## src/rtl/div_seq.sv

```systemverilog
// div_seq: MIPS DIV/DIVU sequencer around a 32-iteration unsigned divider core.
// Owns HI/LO: divide results, MTHI/MTLO writes and sign fixup.
module div_seq (
  input  logic        clk,
  input  logic        reset,
  input  logic        start,
  input  logic        is_signed,
  input  logic [31:0] rs_val,
  input  logic [31:0] rt_val,
  input  logic        mthi_we,
  input  logic        mtlo_we,
  input  logic [31:0] wdata,
  output logic        core_go,
  output logic [31:0] core_a,
  output logic [31:0] core_b,
  input  logic [31:0] core_q,
  input  logic [31:0] core_r,
  input  logic        core_ok,
  output logic [31:0] hi,
  output logic [31:0] lo,
  output logic        busy,
  output logic        done,
  output logic        div_zero
);

  typedef enum logic [1:0] {
    IDLE,
    ARM,
    RUN,
    FIX
  } state_t;

  state_t      state;
  state_t      state_nx;
  logic        neg_q;
  logic        neg_r;
  logic [31:0] q;
  logic [31:0] r;
  logic        launch;
  logic        dz_req;

  function automatic logic [31:0] mag(
    input logic        sg,
    input logic [31:0] x
  );
    return (sg && x[31]) ? (32'd0 - x) : x;
  endfunction

  assign launch = (state == IDLE) && start && (rt_val != 32'd0);
  assign dz_req = (state == IDLE) && start && (rt_val == 32'd0);
  assign busy   = (state != IDLE);

  always_ff @(posedge clk or posedge reset) begin
    if (reset) state <= IDLE;
    else       state <= state_nx;
  end

  always_comb begin
    state_nx = state;
    core_go  = 1'b0;
    unique case (state)
      IDLE: if (launch) state_nx = ARM;
      ARM: begin
        core_go = 1'b1;
        if (!core_ok) state_nx = RUN;
      end
      // go drops the same cycle ok rises so the core never relaunches
      RUN: begin
        core_go = ~core_ok;
        if (core_ok) state_nx = FIX;
      end
      FIX:     state_nx = IDLE;
      default: state_nx = IDLE;
    endcase
  end

  always_ff @(posedge clk or posedge reset) begin
    if (reset) begin
      core_a   <= '0;
      core_b   <= '0;
      neg_q    <= 1'b0;
      neg_r    <= 1'b0;
      q        <= '0;
      r        <= '0;
      hi       <= '0;
      lo       <= '0;
      done     <= 1'b0;
      div_zero <= 1'b0;
    end else begin
      done     <= 1'b0;
      div_zero <= 1'b0;
      if (launch) begin
        neg_q  <= is_signed & (rs_val[31] ^ rt_val[31]);
        neg_r  <= is_signed & rs_val[31];
        core_a <= mag(is_signed, rs_val);
        core_b <= mag(is_signed, rt_val);
      end
      if (dz_req) begin
        done     <= 1'b1;
        div_zero <= 1'b1;
      end
      if (state == IDLE && !start) begin
        if (mthi_we) hi <= wdata;
        if (mtlo_we) lo <= wdata;
      end
      if (state == RUN && core_ok) begin
        q <= core_q;
        r <= core_r;
      end
      if (state == FIX) begin
        lo   <= neg_q ? (32'd0 - q) : q;
        hi   <= neg_r ? (32'd0 - r) : r;
        done <= 1'b1;
      end
    end
  end

endmodule

```

## config.mk

```make
export PLATFORM = sky130hd
export DESIGN_NAME = div_seq
export DESIGN_NICKNAME = d
export VERILOG_FILES = /design/src/rtl/div_seq.sv
export SDC_FILE = /design/constraint.sdc
export NUM_CORES = 1
export LEC_CHECK = 0
export CORE_ASPECT_RATIO = 0.7
export CORE_MARGIN = 5
export CORE_UTILIZATION = 25
export DETAILED_ROUTE_END_ITERATION = 16
export MAX_ROUTING_LAYER = met4
export SYNTH_ARGS = -nofsm -noshare
export SYNTH_HDL_FRONTEND = slang
export SYNTH_SLANG_ARGS = --single-unit
export TNS_END_PERCENT = 1
```

## constraint.sdc

```tcl
create_clock -name clk -period 11.54 [get_ports clk]
set_input_delay 1.154 -clock clk [delete_from_list [all_inputs] [get_ports clk]]
set_output_delay 1.154 -clock clk [all_outputs]
set_load 0.02 [all_outputs]
```

# Word-level counts from Yosys, hierarchy flattened
# Cells that the tools add are included.
# op_classes
muxes	17
n_reduce_logical	18
eq_ne	6
bitwise_logic	4
add_sub_neg	4
# ops
operator	n
$mux 32	10
$sub 1x32->32 const A	4
$logic_not 32->1	1
$reduce_bool 32->1	1
$pmux 2 s4	1
$reduce_bool 2->1	4
$logic_and 1x1->1	7
$mux 2	3
$ne 2x2->1 const B	3
$eq 2x2->1 const B	2
$reduce_and 2->1	2
$reduce_and 3->1	1
$and 1x1->1	2
$eq 2x1->1 const B	1
$logic_not 2->1	1
$mux 1	2
$pmux 1 s2	1
$logic_not 1->1	1
$not 1->1	1
$xor 1x1->1	1
# totals
wordCells	60
out_inout_bits	132
regBits	198
in_bits	167

# Longest topological paths before layout
# logic_depth
word_depth	5
ltp_mapped	10
ltp_nobuf	8

# Worst setup path before layout
# Ideal clock, no wire load.
# synth_path
path_kind	input to register
from	input rt_val[12]
to	register core_b[26]
required_time_ns	11.457
path_slack_ns	8.329
arrival_ns	3.128
setup_time_ns	0.083
path_stages	7
path_buffers	1
cell_sequence	or4_1 -> or3_1 -> buf_2 -> nor4_1 -> a31oi_1 -> xnor2_1 -> o21ai_0
# synth_between
elab_chain_len	2
elab_cells_between_ends	4
cone_classes	1 x add/sub; 1 x mux; 2 x reduce/logical
# synth_lines
item	line_no	rtl
from (decl)	9	input logic [31:0] rt_val,
$sub 1x32->32 / $reduce_bool 32->1 (equally long branches)	46, 49	
$mux 32 / $logic_and 1x1->1 (equally long branches)	46, 49	
to (signal assigned)	96	core_b <= mag(is_signed, rt_val);
to (decl)	15	output logic [31:0] core_b,
# Parallel ways exist; a longest one is shown, timed or not.
# A chain may end at the register's enable or synchronous reset.

# Worst setup path after layout
# layout_path
from	input rt_val[22]
to	register core_a[14]
# layout_between
elab_chain_len	2
# layout_lines
item	line_no	rtl
$reduce_bool 32->1	49	assign launch = (state == IDLE) && start && (rt_val != 32'd0);
$logic_and 1x1->1	49	
to (signal assigned)	95	core_a <= mag(is_signed, rs_val);
to (decl)	14	output logic [31:0] core_a,
# Every way passes these cells.

==> results.py <==
metrics = {
    "status": {
        "outcome": "complete, no violations",
    },
    "critical_path": {
        "crit_required_ps": 11810,
        "regToRegSetupSlack_ps": 8630,
        "arrival_ps": 4570,
        "endpoint_kind": "flip-flop",
        "critPathSlowestCell": "buf_4",
        "crit_chain": "clkdlybuf4s50_1 > or4_1 > nor3_1 > nor4bb_1 > nand2b_4 > buf_4 > o21ai_0",
        "cp-start-kind": "primary input",
        "worstSetupPathType": "in -> reg",
        "slowest_delay_ps": 770,
        "cp_max_fo": 119,
    },
    "finish": {
        "final-instance-count-excl-fill": 1862,
        "area_delta_synth_final_pct": 38.30,
        "drive_gt1_frac": 0.1211,
        "nets": 1478,
        "fillers": 4113,
        "final_cell_area_sq_um": 14550,
    },
    "synthesis": {
        "synth.distinct_cells": 48,
        "synth.area.top_cells": "dfrtp_1, mux2_2, xor2_1",
        "synth_top_cell_by_area": "dfrtp_1",
        "syn-instance-count": 1034,
        "avgSynthCellArea_sq_um": 10.18,
        "synthesis.nets": 1210,
        "ys_warn_count": 0,
        "synth_top_area_share": 0.4708,
        "synth.yosys.seq_area_share": 0.4708,
        "ys_ff_latch": 198,
        "synthArstFlopShare": 1.000,
        "synth_ff_type": "dfrtp_1",
        "synth-edff-count": 0,
        "syn_area_sq_um": 10520,
    },
    "cts": {
        "root_buffer": "clkbuf_16",
        "hold_buffers": 0,
        "cts_tree": "yes",
        "cts_sinks": 198,
        "clkTransAtPathRegs_ps": 80,
        "cts_setup_buffers": 0,
        "numCtsBuffers": 17,
        "htreeDepth": 4,
        "insertion_delay_ps": 460,
        "cts_resized": 0,
        "clock_path_buffers": 2,
    },
    "sta": {
        "min_period_over_period": 0.3725,
        "fmax_ghz": 0.2326,
        "period_needed_ps": 4299,
        "tightestPinTransition_ps": 1056,
        "rsz0062_at_grt": "false",
        "hold_slack_ps": 481.8,
        "maxSlewHeadroom": 0.2959,
        "finalHoldViolCount": 0,
        "setup_viol": 0,
        "finClkSkew_ps": 15.07,
        "slew_violations": 0,
        "layout_setup_ws_ps": 7241,
        "fin_tns_setup_ps": 0,
    },
    "pwr": {
        "power.density_nw_per_um2": 262.5,
        "vdd_ir_drop_max_uv": 92.68,
        "power.static_leakage_uw": 0.005788,
    },
    "min_path": {
        "hp-class": "reg -> reg",
    },
    "job": {
        "maxCapViolCount": 0,
    },
    "grt": {
        "gr-total-overflow": 0,
        "track_usage": 0.1553,
        "grt_max_degree": 130,
        "grt_first_pass_wirelength_mm": 53.59,
        "grt_pass1_vias": 8641,
        "antenna_found_initial": 7,
    },
    "routing": {
        "drtAntennaViolNets": 0,
        "wl_per_cell_microns": 19.19,
        "routed_wl_mm": 35.73,
        "drt_iter0_drc": 537,
        "vias": 8539,
        "via_per_inst": 4.586,
        "dr.pass1.iters": 5,
        "drc_errors": 0,
    },
    "place": {
        "place_congestion": 0.9104,
        "place_inst": 1827,
        "hpwl_mm": 27.65,
        "numPortBuffers": 298,
        "placed_area_sq_um": 13990,
        "pre_cts_ws_ps": 6790,
    },
    "floorplan": {
        "dieArea_sq_um": 46360,
        "ios": 299,
        "chipWidth_microns": 255.2,
        "initial_core_util": 0.2550,
        "num_rows": 62,
        "core_sq_um": 41270,
        "die_h_microns": 181.7,
    },
}
==> layout by cell type, fill, tap and decap left out, types with 12 or more instances in the layout <==
cell / netlist / layout
clkbuf_16: 0 / 17
nor4_1: 12 / 12
clkdlybuf4s50_1: 0 / 298
or3_1: 14 / 14
o21ai_1: 32 / 32
mux2i_1: 26 / 26
xnor2_1: 51 / 51
dfrtp_1: 198 / 198
mux2_2: 106 / 106
a21oi_1: 65 / 65
xor2_1: 68 / 68
nor2_1: 70 / 70
o21ai_0: 81 / 81
inv_1: 16 / 15
o31ai_1: 31 / 31
o41ai_1: 13 / 13
or4_1: 16 / 16
nand2_1: 117 / 116
==> worst paths after layout <==
check                                       start                      to  cells after the start
hold / removal             core_b[16]$_DFFE_PP0P_  core_b[16]$_DFFE_PP0P_                      2
min in group asynchronous                   reset       q[28]$_DFFE_PP0P_                      2
setup / recovery                       rt_val[22]  core_a[14]$_DFFE_PP0P_                      7
hold reg to reg            core_b[16]$_DFFE_PP0P_  core_b[16]$_DFFE_PP0P_                      2
max in group asynchronous                   reset       hi[7]$_DFFE_PP0P_                      3
setup reg to reg                 r[6]$_DFFE_PP0P_      hi[31]$_DFFE_PP0P_                      6
==> worst max-delay path, delay by kind of cell <==
kind | cells | cell delay (ps)
AND/OR/NAND/NOR | 4 | 1750
AO/OA/AOI/OAI | 1 | 260
buffers and inverters | 2 | 1290
==> state kept, by name, summed over array words and instances (netlist names) <==
| name | flops |
|---|---|
| core_a | 32 |
| core_b | 32 |
| hi | 32 |
| lo | 32 |
| q | 32 |
| r | 32 |
| state | 2 |
| div_zero | 1 |
| done | 1 |
| neg_q | 1 |
| neg_r | 1 |
==> per-layer routing <==
metal | up-vias | share of wire | GRT usage
met2 | 159 | 0.48 | 0.2444
met5 | - | 0 | -
li1 | 4171 | - | -
met1 | 4168 | 0.45 | 0.2008
met3 | 41 | 0.034 | 0.02975
met4 | 0 | 0.032 | 0.05445
==> power breakdown <==
group          leakage (uW)  switching [uW]  internal (uW)
sequential          0.00238             304           1040
clock              0.000269             299            289
combinational       0.00314             987            903
total               0.00579            1590           2230
==> through the flow <==
stage | utilization | total power (uW)
detailed placement | 0.3389 | 3263
finish | 0.3527 | 3820
floorplan | - | 2425
global route | 0.3527 | 4079
CTS | 0.3524 | 3871
global placement | 0.3389 | 3223
==> logic make-up (layout without fill, tap and decap cells) <==
group	count (synthesis)	in the layout	synth area share
AOI/OAI and AO/OA	234	234	0.1279
xor gates and xnor gates	119	119	0.09904
adders and majority gates	9	9	0.01070
buffers and inverters	71	350	0.03198
DFF	198	198	0.4708
muxes	132	132	0.1382
other	0	5	0
and+or+nand+nor	271	271	0.1214
==> cells in the mapped netlist (2+ instances only) <==
| master | number |
|---|---|
| a21oi_1 | 65 |
| a31oi_1 | 4 |
| and2_1 | 3 |
| and4_1 | 2 |
| buf_1 | 7 |
| buf_4 | 2 |
| buf_6 | 8 |
| clkbuf_1 | 36 |
| dfrtp_1 | 198 |
| ha_1 | 9 |
| inv_1 | 16 |
| mux2_2 | 106 |
| mux2i_1 | 26 |
| nand2_1 | 117 |
| nand2b_1 | 4 |
| nand3_1 | 4 |
| nor2_1 | 70 |
| nor3_1 | 11 |
| nor4_1 | 12 |
| o21ai_0 | 81 |
| o21ai_1 | 32 |
| o31a_1 | 2 |
| o31ai_1 | 31 |
| o41ai_1 | 13 |
| o41ai_2 | 2 |
| or2_2 | 4 |
| or3_1 | 14 |
| or4_1 | 16 |
| or4_4 | 3 |
| xnor2_1 | 51 |
| xor2_1 | 68 |
==> cell type report <==
cell class              instances  area (sq um)  share of cell area
well taps                     544         680.7             0.04677
multi-input cells             765          5255              0.3611
diodes                          5         12.51           0.0008597
inverters                      16         67.56            0.004642
flip-flops and latches        198          4955              0.3404
clock inverters                12         116.4            0.007995
clock buffers                  18         439.2             0.03018
repair buffers                304          3028              0.2080
Note: power is estimated with default switching activity, not from simulation.
